## config.mk

```make
export PLATFORM = sky130hd
export DESIGN_NAME = inst_encoder_flat
export DESIGN_NICKNAME = d
export VERILOG_FILES = /design/src/rtl/inst_encoder_if.sv /design/src/rtl/inst_encoder.sv /design/src/flat_wrapper.sv
export SDC_FILE = /design/constraint.sdc
export NUM_CORES = 1
export LEC_CHECK = 0
export CORE_UTILIZATION = 29
export DETAILED_ROUTE_END_ITERATION = 7
export GPL_ROUTABILITY_DRIVEN = 0
export HOLD_SLACK_MARGIN = 0.08
export MAX_ROUTING_LAYER = met4
export PLACE_DENSITY = 0.56
export SYNTH_ARGS = -nofsm -noshare
export SYNTH_HDL_FRONTEND = slang
export SYNTH_SLANG_ARGS = --single-unit
```

## constraint.sdc

```tcl
create_clock -name clk -period 2.1 [get_ports clk]
set_input_delay 0.21 -clock clk [delete_from_list [all_inputs] [get_ports clk]]
set_output_delay 0.21 -clock clk [all_outputs]
set_load 0.005 [all_outputs]
```

## src/rtl/inst_encoder_if.sv

```systemverilog
// -----------------------------------------------------------------------------
// inst_encoder_if
// Purpose : Bundles the field-level instruction input handshake and the
//           instruction-memory write port of inst_encoder.
// Signals : in_valid/in_ready  field bundle handshake
//           fmt, funct3, funct7, rd, rs1, rs2, imm, last  decoded fields
//           mem_we/mem_ack      memory write request / accept
//           mem_addr, mem_wdata word address and encoded instruction
// Modports: master - bundle producer and memory responder (boot loader, bench)
//           slave  - the encoder itself
// -----------------------------------------------------------------------------
interface inst_encoder_if #(
    parameter int ADDR_W = 10
) ();
    logic              in_valid;
    logic              in_ready;
    logic [2:0]        fmt;
    logic [2:0]        funct3;
    logic [6:0]        funct7;
    logic [4:0]        rd;
    logic [4:0]        rs1;
    logic [4:0]        rs2;
    logic [31:0]       imm;
    logic              last;
    logic              mem_we;
    logic [ADDR_W-1:0] mem_addr;
    logic [31:0]       mem_wdata;
    logic              mem_ack;

    modport master (
        output in_valid, fmt, funct3, funct7, rd, rs1, rs2, imm, last, mem_ack,
        input  in_ready, mem_we, mem_addr, mem_wdata
    );

    modport slave (
        input  in_valid, fmt, funct3, funct7, rd, rs1, rs2, imm, last, mem_ack,
        output in_ready, mem_we, mem_addr, mem_wdata
    );
endinterface

```

## src/rtl/inst_encoder.sv

```systemverilog
// -----------------------------------------------------------------------------
// inst_encoder
// Purpose : Assembles RV32I instruction words from decoded fields and writes
//           them sequentially into instruction memory over a req/ack port.
// Ports   : clk    rising-edge clock
//           rst_n  asynchronous active-low reset
//           start  begin a new program (only honoured while idle)
//           bus    inst_encoder_if.slave: field handshake + memory write port
//           busy   high in every state except idle
//           done   one-cycle pulse after the final write
//           count  words written since the last start (wraps)
//           err    sticky encode error
// Options : INST_ENC_CHECK_EN - check each bundle at handshake; a bad bundle
//           sets err and is consumed without a write. Undefined: err is 0
//           and fields are truncated silently.
// -----------------------------------------------------------------------------
module inst_encoder #(
    parameter int ADDR_W    = 10,
    parameter int BASE_ADDR = 0
) (
    input  logic              clk,
    input  logic              rst_n,
    input  logic              start,
    inst_encoder_if.slave     bus,
    output logic              busy,
    output logic              done,
    output logic [ADDR_W:0]   count,
    output logic              err
);
    typedef enum logic [1:0] {S_IDLE, S_ACCEPT, S_WRITE, S_DONE} state_t;

    state_t            r_state;
    logic              r_in_ready;
    logic              r_mem_we;
    logic [ADDR_W-1:0] r_mem_addr;
    logic [31:0]       r_mem_wdata;
    logic              r_last;
    logic              r_busy;
    logic              r_done;
    logic [ADDR_W:0]   r_count;
    logic              r_err;

    logic [31:0]       w_word;
    logic              w_chk_err;

    // Field assembly, standard RV32I bit placement.
    always_comb begin
        w_word = '0;
        case (bus.fmt)
            3'd0: w_word = {bus.funct7, bus.rs2, bus.rs1, bus.funct3, bus.rd, 7'b0110011};
            3'd1: w_word = {bus.imm[11:0], bus.rs1, bus.funct3, bus.rd, 7'b0000011};
            3'd2: begin
                // Shift-immediates carry funct7 in the upper immediate bits.
                if (bus.funct3 == 3'b001 || bus.funct3 == 3'b101)
                    w_word = {bus.funct7, bus.imm[4:0], bus.rs1, bus.funct3, bus.rd, 7'b0010011};
                else
                    w_word = {bus.imm[11:0], bus.rs1, bus.funct3, bus.rd, 7'b0010011};
            end
            3'd3: w_word = {bus.imm[11:0], bus.rs1, 3'b000, bus.rd, 7'b1100111};
            3'd4: w_word = {bus.imm[11:5], bus.rs2, bus.rs1, bus.funct3, bus.imm[4:0], 7'b0100011};
            3'd5: w_word = {bus.imm[12], bus.imm[10:5], bus.rs2, bus.rs1, bus.funct3,
                            bus.imm[4:1], bus.imm[11], 7'b1100011};
            3'd6: w_word = {bus.imm[31:12], bus.rd, 7'b0110111};
            3'd7: w_word = {bus.imm[20], bus.imm[10:1], bus.imm[11], bus.imm[19:12],
                            bus.rd, 7'b1101111};
            default: w_word = '0;
        endcase
    end

`ifdef INST_ENC_CHECK_EN
    // An N-bit signed value fits when all bits from N-1 upward agree.
    logic w_fit12, w_fit13, w_fit21, w_f3_slt;
    assign w_fit12  = (&bus.imm[31:11]) | ~(|bus.imm[31:11]);
    assign w_fit13  = (&bus.imm[31:12]) | ~(|bus.imm[31:12]);
    assign w_fit21  = (&bus.imm[31:20]) | ~(|bus.imm[31:20]);
    assign w_f3_slt = (bus.funct3 == 3'b010) || (bus.funct3 == 3'b011);

    always_comb begin
        w_chk_err = 1'b0;
        case (bus.fmt)
            3'd0: w_chk_err = !(bus.funct7 == 7'h00 || bus.funct7 == 7'h20) || w_f3_slt;
            3'd1, 3'd3, 3'd4: w_chk_err = !w_fit12;
            3'd2: w_chk_err = w_f3_slt || !w_fit12;
            3'd5: w_chk_err = !(bus.funct3 == 3'b000 || bus.funct3 == 3'b001 ||
                                bus.funct3 == 3'b100 || bus.funct3 == 3'b101) ||
                              !w_fit13 || bus.imm[0];
            3'd7: w_chk_err = !w_fit21 || bus.imm[0];
            default: w_chk_err = 1'b0;
        endcase
    end
`else
    assign w_chk_err = 1'b0;
`endif

    always_ff @(posedge clk or negedge rst_n) begin
        if (!rst_n) begin
            r_state     <= S_IDLE;
            r_in_ready  <= 1'b0;
            r_mem_we    <= 1'b0;
            r_mem_addr  <= ADDR_W'(BASE_ADDR);
            r_mem_wdata <= '0;
            r_last      <= 1'b0;
            r_busy      <= 1'b0;
            r_done      <= 1'b0;
            r_count     <= '0;
            r_err       <= 1'b0;
        end else begin
            r_done <= 1'b0;
            case (r_state)
                S_IDLE: begin
                    if (start) begin
                        r_state    <= S_ACCEPT;
                        r_in_ready <= 1'b1;
                        r_busy     <= 1'b1;
                        r_mem_addr <= ADDR_W'(BASE_ADDR);
                        r_count    <= '0;
                        r_err      <= 1'b0;
                    end
                end
                S_ACCEPT: begin
                    if (bus.in_valid) begin
                        if (w_chk_err) begin
                            // Rejected bundle is consumed; only its last flag matters.
                            r_err <= 1'b1;
                            if (bus.last) begin
                                r_state    <= S_DONE;
                                r_in_ready <= 1'b0;
                                r_done     <= 1'b1;
                            end
                        end else begin
                            r_state     <= S_WRITE;
                            r_in_ready  <= 1'b0;
                            r_mem_we    <= 1'b1;
                            r_mem_wdata <= w_word;
                            r_last      <= bus.last;
                        end
                    end
                end
                S_WRITE: begin
                    if (bus.mem_ack) begin
                        r_mem_we   <= 1'b0;
                        r_mem_addr <= r_mem_addr + ADDR_W'(1);
                        r_count    <= r_count + (ADDR_W+1)'(1);
                        if (r_last) begin
                            r_state <= S_DONE;
                            r_done  <= 1'b1;
                        end else begin
                            r_state    <= S_ACCEPT;
                            r_in_ready <= 1'b1;
                        end
                    end
                end
                S_DONE: begin
                    r_state <= S_IDLE;
                    r_busy  <= 1'b0;
                end
                default: begin
                    r_state    <= S_IDLE;
                    r_in_ready <= 1'b0;
                    r_mem_we   <= 1'b0;
                    r_busy     <= 1'b0;
                end
            endcase
        end
    end

    assign bus.in_ready  = r_in_ready;
    assign bus.mem_we    = r_mem_we;
    assign bus.mem_addr  = r_mem_addr;
    assign bus.mem_wdata = r_mem_wdata;
    assign busy          = r_busy;
    assign done          = r_done;
    assign count         = r_count;
    assign err           = r_err;
endmodule

```

## src/flat_wrapper.sv

```systemverilog
// flat-port wrapper written by rule: the top's interface ports become plain ports
module inst_encoder_flat 
#(
    parameter int ADDR_W    = 10,
    parameter int BASE_ADDR = 0
)
  (clk, rst_n, start, busy, done, count, err, bus_in_valid, bus_fmt, bus_funct3, bus_funct7, bus_rd, bus_rs1, bus_rs2, bus_imm, bus_last, bus_mem_ack, bus_in_ready, bus_mem_we, bus_mem_addr, bus_mem_wdata);
  inst_encoder_if #(.ADDR_W(ADDR_W)) bus_i ();
  input  logic clk;
  input  logic rst_n;
  input  logic start;
  output logic busy;
  output logic done;
  output logic [ADDR_W:0] count;
  output logic err;
  input wire logic [$bits(bus_i.in_valid)-1:0] bus_in_valid;
  input wire logic [$bits(bus_i.fmt)-1:0] bus_fmt;
  input wire logic [$bits(bus_i.funct3)-1:0] bus_funct3;
  input wire logic [$bits(bus_i.funct7)-1:0] bus_funct7;
  input wire logic [$bits(bus_i.rd)-1:0] bus_rd;
  input wire logic [$bits(bus_i.rs1)-1:0] bus_rs1;
  input wire logic [$bits(bus_i.rs2)-1:0] bus_rs2;
  input wire logic [$bits(bus_i.imm)-1:0] bus_imm;
  input wire logic [$bits(bus_i.last)-1:0] bus_last;
  input wire logic [$bits(bus_i.mem_ack)-1:0] bus_mem_ack;
  output wire logic [$bits(bus_i.in_ready)-1:0] bus_in_ready;
  output wire logic [$bits(bus_i.mem_we)-1:0] bus_mem_we;
  output wire logic [$bits(bus_i.mem_addr)-1:0] bus_mem_addr;
  output wire logic [$bits(bus_i.mem_wdata)-1:0] bus_mem_wdata;
  assign bus_i.in_valid = bus_in_valid;
  assign bus_i.fmt = bus_fmt;
  assign bus_i.funct3 = bus_funct3;
  assign bus_i.funct7 = bus_funct7;
  assign bus_i.rd = bus_rd;
  assign bus_i.rs1 = bus_rs1;
  assign bus_i.rs2 = bus_rs2;
  assign bus_i.imm = bus_imm;
  assign bus_i.last = bus_last;
  assign bus_i.mem_ack = bus_mem_ack;
  assign bus_in_ready = bus_i.in_ready;
  assign bus_mem_we = bus_i.mem_we;
  assign bus_mem_addr = bus_i.mem_addr;
  assign bus_mem_wdata = bus_i.mem_wdata;
  inst_encoder #(.ADDR_W(ADDR_W), .BASE_ADDR(BASE_ADDR)) u_core (.clk(clk), .rst_n(rst_n), .start(start), .bus(bus_i), .busy(busy), .done(done), .count(count), .err(err));
endmodule
```

==> impl_metrics.ini, run 1 <==
[timing]
rsz0062_at_grt = false
hold_viol = 0
finalSetupTns_ns = 0
skew_ns = 0.0107
post-route-min-period_ns = 1.66
fmax_ghz = 0.603
setup_viol = 0
drv_slew = 0
post-route-period-util_pct = 78.9

[run_status]
outcome = completed

[detailed_routing]
drtIter0Drc = 88
num_vias = 2794
routed_wl_um = 8430
wl_per_cell_um = 14.6
vias_per_cell = 4.85
drt-pass1-iter-count = 4
drcViolationCount = 0
postRouteAntennaNets = 0

[clocking]
root_buffer = clkbuf_8
htreeDepth = 3
cts_tree = yes
cts_buffers = 9
ctsResizeCount = 0
cts.sinks = 59
cts.reportedPaths.clkPinSlew_ns = 0.06
clock_latency_ns = 0.34
clockBufferDepth = 2

[die]
initial_core_util_pct = 29.9
die_h_um = 102
core_um2 = 9770
die-area_um2 = 10500
rows = 36
die_w_um = 102
ios = 124

[grt]
grt_usage_pct = 17.6
grt_max_degree = 60
grt_first_pass_wirelength_um = 13700
grt_antenna_before_repair = 0
grt_pass1_vias = 2797
gr-total-overflow = 0

[critical_path]
cp_data_arrival_time_ns = 1.91
path_class = flip-flop to flip-flop
slowest_stage = dfrtp_1
crit_required_ns = 2.35
path_depth = 3
crit_path_max_fanout = 14
cp_cell_sequence = or2_1 > or4_1 > a21oi_1
worst-r2r-cell-count = 3
start_kind = flip-flop
cp-end-kind = flip-flop
reg2reg_setup_slack_ns = 0.44
critical_path.top_delay_family = simple AND/OR/NAND/NOR gates
critPathMaxStageDelay_ns = 0.55
crit_buf_inv = 0

[finish]
area_growth_pct = 56.8
layout.nets = 506
antennaDiodeCount = 0
final_util_pct = 46.9
drive_gt1_share_pct = 9.26
final_cells = 576

[power]
p_leak_nw = 1.93
ir_worst_vdd_mv = 0.417
p_per_area_nw_per_um2 = 1010

[synth]
synth-edff-count = 0
netlist_instances = 306
synth_ff_type = dfrtp_1
synthesis.nets = 374
synth_seq_cells = 59
synthArstFlopShare_pct = 100
synth-seq-area-share_pct = 50.5
yosysWarnings = 0
synth_cell_types = 49
avgSynthCellArea_um2 = 9.56
syn_area_um2 = 2930

[job]
drv_cap = 0

[placement]
post-dp-hpwl_um = 6350
port_buffers = 122
placed_cells = 559

[hold_path]
hp-class = input pin to asynchronous set/reset pin
-- final timing paths --
kind | startpoint | to
worst max-delay path | u_core.r_state[0] | u_core.count[9]
worst min-delay path | rst_n | u_core.count[10]
worst max register to register | u_core.r_state[0] | u_core.count[9]
worst min register to register | u_core.bus.mem_wdata[17] | u_core.bus.mem_wdata[17]
max in group asynchronous | rst_n | u_core.bus.mem_wdata[25]
min in group clk | bus_last | u_core.r_last
-- through the flow --
stage                     total power [mW]  area, um^2  hold WS (ns)  worst slack [ns]
after floorplan                       2.44        2930       -0.0856             0.541
final                                 4.63        4590         0.416             0.442
after CTS                             4.70        4590         0.429             0.453
after global routing                  4.96        4590         0.436             0.322
after global placement                3.55        4370         0.247             0.219
after detailed placement              3.56        4370         0.253             0.180
-- kinds of logic after synthesis --
family / count (synthesis) / share of synthesized area, %
DFF: 59 / 50.5
other: 1 / 0.128
adders and majority gates: 3 / 1.20
buffers and inverters: 25 / 3.64
xor gates and xnor gates: 12 / 3.59
muxes: 13 / 4.45
AOI/OAI and AO/OA: 86 / 18.4
and+or+nand+nor: 107 / 18.1
-- report_power, final --
group / switching (mW) / internal (mW) / total, mW
Sequential: 0.272 / 1.50 / 1.77
Clock: 0.443 / 0.660 / 1.10
Combinational: 0.734 / 1.02 / 1.76
-- state kept, by name, summed over array words and instances, names as in the netlist --
register and cells:
u_core.bus.in_ready 1, u_core.bus.mem_addr 10, u_core.bus.mem_wdata 31, u_core.bus.mem_we 1, u_core.busy 1, u_core.count 11, u_core.done 1, u_core.r_last 1
u_core.r_state 2
-- timing repair --
action	in CTS	in global routing
setup buffers	0	0
hold endpoints to repair	59	0
hold buffers	1	0
-- per-layer routing --
layer  track usage, %  up-vias  share of wire, %
met1             22.0     1322                45
li1                 -     1360                 -
met2             27.1       97                47
met5                -        -                 0
met4             6.37        0               1.6
met3             4.72       15               7.0
-- cells in the final DEF, fill, tap and decap left out, types with 5 or more instances in the layout --
cell type / n
clkdlybuf4s50_1: 121
dfrtp_1: 59
nand2_1: 38
o21ai_0: 28
nor2_1: 27
a21oi_1: 19
buf_4: 17
mux2i_1: 13
a22oi_1: 9
clkbuf_8: 9
xnor2_1: 8
a2bb2oi_1: 7
o22ai_1: 7
nand2b_1: 6
nand3_1: 5
inv_1: 5
-- area by class of cell --
| class | instances | area, um^2 |
|---|---|---|
| Fill cell | 945 | 5190 |
| Sequential cell | 59 | 1480 |
| Timing Repair Buffer | 141 | 1370 |
| Multi-Input combinational cell | 222 | 1340 |
| Tap cell | 133 | 166 |
| Clock buffer | 10 | 128 |
| Clock inverter | 6 | 80.1 |
| Inverter | 5 | 18.8 |
-- tightest hold or removal path, cell delays in order --
cell and delay (ns):
dlygate4sd3_1 0.52, buf_2 0.12, buf_12 0.29
-- synth_stat cells (2+ instances only) --
cell	n	share of area (%)
dfrtp_1	59	50
nand2_1	38	4.9
o21ai_0	28	4.8
nor2_1	27	3.5
a21oi_1	19	3.3
clkbuf_1	14	1.8
mux2i_1	13	4.4
a22oi_1	9	2.3
xnor2_1	8	2.4
a2bb2oi_1	7	2.1
o22ai_1	7	1.5
nand2b_1	6	1.3
inv_1	5	0.64
nand3_1	5	0.86
buf_2	4	0.68
nand3b_1	4	1.0
nand4_1	4	0.86
xor2_1	4	1.2
a32oi_1	3	0.90
nor3_1	3	0.51
o31ai_1	3	0.77
or3_1	3	0.64
buf_4	2	0.51
ha_1	2	0.86
nor4_1	2	0.43
nor4b_1	2	0.60
or2_2	2	0.43
or4_1	2	0.51
Note: power is estimated with default switching activity, not from simulation.
==> run 2, diff against run 1 <==
clock period = 1.75 ns   (was 2.1 ns; I/O delays follow)
==> run 2 against run 1 <==
Count of clock-buffer cells in the layout is 2 higher. Critical endpoint is now u_core.count[8]. Utilization rose by 0.79 points. Sequential share of layout area is 0.54 points lower. Total power up 16%. Setup slack got worse by 0.30 ns. Register-to-register slack worse by 0.30 ns. Largest cell class is now non-clock buffers. Critical path depth grew 2. Flip-flop and latch count stayed put. Global-route usage is 0.22 points lower.
==> impl_metrics.ini, run 2 (synthesis gave the netlist of run 1 again) <==
[run_status]
outcome = completed

[job]
drv_cap = 0

[detailed_routing]
wl_per_cell_um = 14.1
postRouteAntennaNets = 0
routed_wl_um = 8350
num_vias = 2829
vias_per_cell = 4.79
drtIter0Drc = 55
drcViolationCount = 0
drt-pass1-iter-count = 4

[timing]
rsz0062_at_grt = false
setup_ws_ns = 0.138
skew_ns = 0.00703
setup_viol = 0
fmax_ghz = 0.620
drv_slew = 0
post-route-min-period_ns = 1.61
hold_viol = 0
post-route-period-util_pct = 92.1

[critical_path]
rr_startpoint = u_core.count[1]
critPathMaxStageDelay_ns = 0.40
cp-end-kind = flip-flop
path_class = flip-flop to flip-flop
reg2reg_setup_slack_ns = 0.14
worst-r2r-cell-count = 5
cp_data_arrival_time_ns = 1.88
worstReg2RegEnd = u_core.count[8]
crit_path_max_fanout = 4
start_kind = flip-flop
cp_cell_sequence = ha_1 > nand2_1 > or3_4 > or3_1 > a21oi_1
crit_required_ns = 2.02
slowest_stage = dfrtp_1

[power]
p_int_mw = 3.66
p_comb_share_pct = 41.6
p_sw_mw = 1.72
p_clk_share_pct = 19.6
sw_frac_of_total_pct = 32.0
p_per_area_nw_per_um2 = 1150
ir_worst_vdd_mv = 0.559
seqPwrFrac_pct = 38.8
p_leak_nw = 1.99

[clocking]
htreeDepth = 3
hold_buffers = 1
cts_buffers = 9
cts_tree = yes
root_buffer = clkbuf_8
ctsResizeCount = 0
cts.sinks = 59
clock_latency_ns = 0.34
clockBufferDepth = 2
cts.reportedPaths.clkPinSlew_ns = 0.07
post_cts_buffers = 0

[finish]
area_growth_pct = 59.4
drive_gt1_share_pct = 11.8
antennaDiodeCount = 0
final_cell_mix = clkdlybuf4s50_1, dfrtp_1, nand2_1, buf_4, o21ai_0
final_cells = 590
layout.nets = 521
largest_reg_flops = 31
final_common_cell = clkdlybuf4s50_1

[grt]
grt_pass1_vias = 2809
grt_antenna_before_repair = 0
grt_first_pass_wirelength_um = 13400
grtUsageMet3_pct = 7.25
grt_usage_pct = 17.3
gr-total-overflow = 0
grt_max_degree = 60
top_usage_layer = met2
grt_util_met2_pct = 27.4
use_met1_pct = 20.2

[die]
die_h_um = 102
ios = 124
die-area_um2 = 10500
initial_core_util_pct = 29.9
core_um2 = 9770
die_w_um = 102
rows = 36

[placement]
port_buffers = 122
preCtsSetupSlack_ns = -0.0425
placed_cells = 574
post-dp-hpwl_um = 6370

[hold_path]
hp-class = input pin to asynchronous set/reset pin
run 2: routing by layer:
metal / up-vias / part of all wire, %
met2: 97 / 48
met1: 1335 / 43
li1: 1386 / -
met3: 11 / 7.6
met5: - / 0
met4: 0 / 1.3
run 2: worst max-delay path, delay by kind of cell, from the launching register on:
kind                       cells  cell delay, ns
and+or+nand+nor                3            0.81
DFF                            1            0.40
adders and majority gates      1            0.19
AOI/OAI and AO/OA              1            0.14
run 2: stage by stage:
| step | cell area [um^2] | hold WS (ns) | utilization, % | power (mW) | TNS [ns] |
|---|---|---|---|---|---|
| after CTS | 4660 | 0.377 | 47.7 | 5.48 | 0 |
| final | 4660 | 0.374 | 47.7 | 5.38 | 0 |
| after floorplan | 2930 | -0.121 | - | 2.93 | 0 |
| after global routing | 4660 | 0.373 | 47.7 | 5.80 | 0 |
| after detailed placement | 4490 | 0.214 | 46.0 | 4.38 | -0.0745 |
| after global placement | 4490 | 0.212 | 46.0 | 4.36 | -0.0356 |
run 2: cell type report:
class | count | area [um^2]
inverters | 5 | 18.8
fillers | 967 | 5110
flip-flops and latches | 59 | 1480
clock inverters | 3 | 15.0
well taps | 133 | 166
repair buffers | 156 | 1500
clock buffers | 12 | 145
multi-input cells | 222 | 1340
run 2: power groups by stage:
| stage | clock network [mW] | logic [mW] | registers [mW] |
|---|---|---|---|
| 2_1_floorplan | 0 | 0.829 | 2.10 |
| 3_3_place_gp | 0 | 2.25 | 2.10 |
| 3_5_place_dp | 0 | 2.28 | 2.10 |
| 4_1_cts | 1.10 | 2.29 | 2.09 |
| 5_1_grt | 1.17 | 2.49 | 2.14 |
| 6_report | 1.05 | 2.24 | 2.09 |
run 2: worst max-delay path by stage:
stage / end / start
after floorplan: u_core.count[8] / u_core.r_state[1]
after global placement: u_core.count[9] / bus_mem_ack
after detailed placement: u_core.count[9] / bus_mem_ack
after CTS: u_core.count[8] / u_core.count[1]
after global routing: u_core.count[8] / u_core.count[1]
final: u_core.count[8] / u_core.count[1]
==> run 3, diff against run 2 <==
CORE_UTILIZATION = 43   (was 29)
PLACE_DENSITY = unset   (was 0.56)
PLACE_DENSITY_LB_ADDON = 0.3   (was unset)
==> run 3 against run 2 <==
The flow now finishes with violations (DRC). Wire length is 4.5% lower. Count of clock-buffer cells in the layout grew 1. Setup slack got worse by 0.0012 ns. Final area decreased by 1.9%. Global-route usage up 7.1 points. Utilization is 23 points higher. Die area decreased by 32%. Clock power is 18% higher. Sequential power is essentially flat. Critical path type unchanged. Critical path depth decreased by 1.
==> impl_metrics.ini, run 3 (synthesis gave the netlist of run 1 again) <==
[run_status]
outcome = finished with violations
violations = DRC

[timing]
fmax_ghz = 0.620
setup_viol = 0
finalSetupTns_ns = 0
relSlewSlack_pct = 64.3
worst_slew_pin_slew_ns = 0.535
rsz0062_at_grt = false
timing.hold.ws_ns = 0.351
hold_viol = 0
post-route-period-util_pct = 92.2
skew_ns = 0.00673
post-route-min-period_ns = 1.61
drv_slew = 0

[die]
initial_core_util_pct = 45.3
rows = 29
core_um2 = 6460
ios = 124
die_w_um = 84.5
die_h_um = 84.5
die-area_um2 = 7140

[critical_path]
crit_required_ns = 2.01
start_kind = flip-flop
crit_path_max_fanout = 4
path_class = flip-flop to flip-flop
cp_data_arrival_time_ns = 1.87
cp-end-kind = flip-flop

[detailed_routing]
postRouteAntennaNets = 0
wl_per_cell_um = 15.1
drcViolationCount = 6
routed_wl_um = 7970
num_vias = 2848
vias_per_cell = 5.40
drtIter0Drc = 103
drt-pass1-iter-count = 6

[clocking]
htreeDepth = 3
cts_buffers = 9
clockBufferDepth = 2
clock_latency_ns = 0.33
ctsResizeCount = 0
cts.reportedPaths.clkPinSlew_ns = 0.07
cts.sinks = 59
cts_tree = yes
root_buffer = clkbuf_8
post_cts_buffers = 0

[placement]
port_buffers = 122
placed_cells = 511
post-dp-hpwl_um = 5980
post_dp_cell_area_um2 = 4370

[power]
p_leak_nw = 1.97
p_per_area_nw_per_um2 = 1210
ir_worst_vdd_mv = 0.667
finalPower_mw = 5.54

[grt]
grt_first_pass_wirelength_um = 13200
grt_antenna_before_repair = 0
grt_usage_pct = 24.4
grt_pass1_vias = 2863
grt_max_degree = 39
gr-total-overflow = 0

[finish]
largest_reg_flops = 31
postLayoutCellArea_um2 = 4570
area_growth_pct = 56.4
layout.nets = 514
final_cells = 527
final_common_cell = clkdlybuf4s50_1
drive_gt1_share_pct = 10.4
antennaDiodeCount = 0
final_cell_mix = clkdlybuf4s50_1, dfrtp_1, nand2_1, o21ai_0, nor2_1

[hold_path]
hp-class = input pin to asynchronous set/reset pin

[job]
drv_cap = 0
==> run 3: cell count changes in the layout (fill, tap and decap cells not counted) <==
cell	previous run	this run
buf_4	31	24
clkinv_2	3	1
bufinv_16	0	1
clkbuf_8	10	11
==> run 3: where the power goes <==
part	switching, mW	total (mW)	internal [mW]	leakage [nW]
registers	0.309	2.11	1.80	0.747
clock network	0.511	1.24	0.726	0.0995
logic	0.900	2.19	1.29	1.12
==> run 3: repair_timing <==
action | 4_1_cts | 5_1_grt
setup endpoints to repair | 0 | 0
endpoints found under the hold margin | 21 | 0
hold buffers | 1 | 0
==> run 3: final cells by class <==
cell class / instances / area (um^2)
Clock buffer: 13 / 159
Clock inverter: 2 / 35.0
Fill cell: 514 / 1880
Inverter: 5 / 18.8
Multi-Input combinational cell: 222 / 1340
Sequential cell: 59 / 1480
Tap cell: 77 / 96.3
Timing Repair Buffer: 149 / 1450
==> run 3: worst paths after layout <==
path | start | end | slack [ns] | cells past startpoint
worst min register to register | u_core.bus.mem_wdata[19] | u_core.bus.mem_wdata[19] | 0.48 | 2
max in group asynchronous | rst_n | u_core.r_state[1] | 0.82 | 3
worst min-delay path | rst_n | u_core.count[6] | 0.35 | 2
worst max register to register | u_core.r_state[1] | u_core.bus.mem_addr[9] | 0.14 | 4
worst max-delay path | u_core.r_state[1] | u_core.bus.mem_addr[9] | 0.14 | 4
min in group clk | bus_last | u_core.r_last | 0.37 | 3
==> run 3: critical path, cell delays in order (launching register included) <==
cell     delay [ns]
dfrtp_1        0.40
mux2i_1        0.19
or2_1          0.28
or4_1          0.51
a21oi_1        0.16
==> run 3: per-stage QoR <==
step,setup slack [ns],util (%)
floorplan,0.191,-
global placement,-0.0468,67.7
detailed placement,-0.121,67.7
CTS,0.129,70.8
global route,0.0274,70.8
finish,0.137,70.8
==> run 3: layer usage <==
| metal | part of all wire [%] | wire, um | vias to the layer above | global-route usage, % |
|---|---|---|---|---|
| met5 | 0 | 0 | - | - |
| li1 | - | - | 1372 | - |
| met2 | 50 | 3960 | 117 | 38.7 |
| met4 | 1.3 | 106 | 0 | 10.5 |
| met3 | 7.8 | 624 | 13 | 7.37 |
| met1 | 41 | 3280 | 1346 | 29.0 |
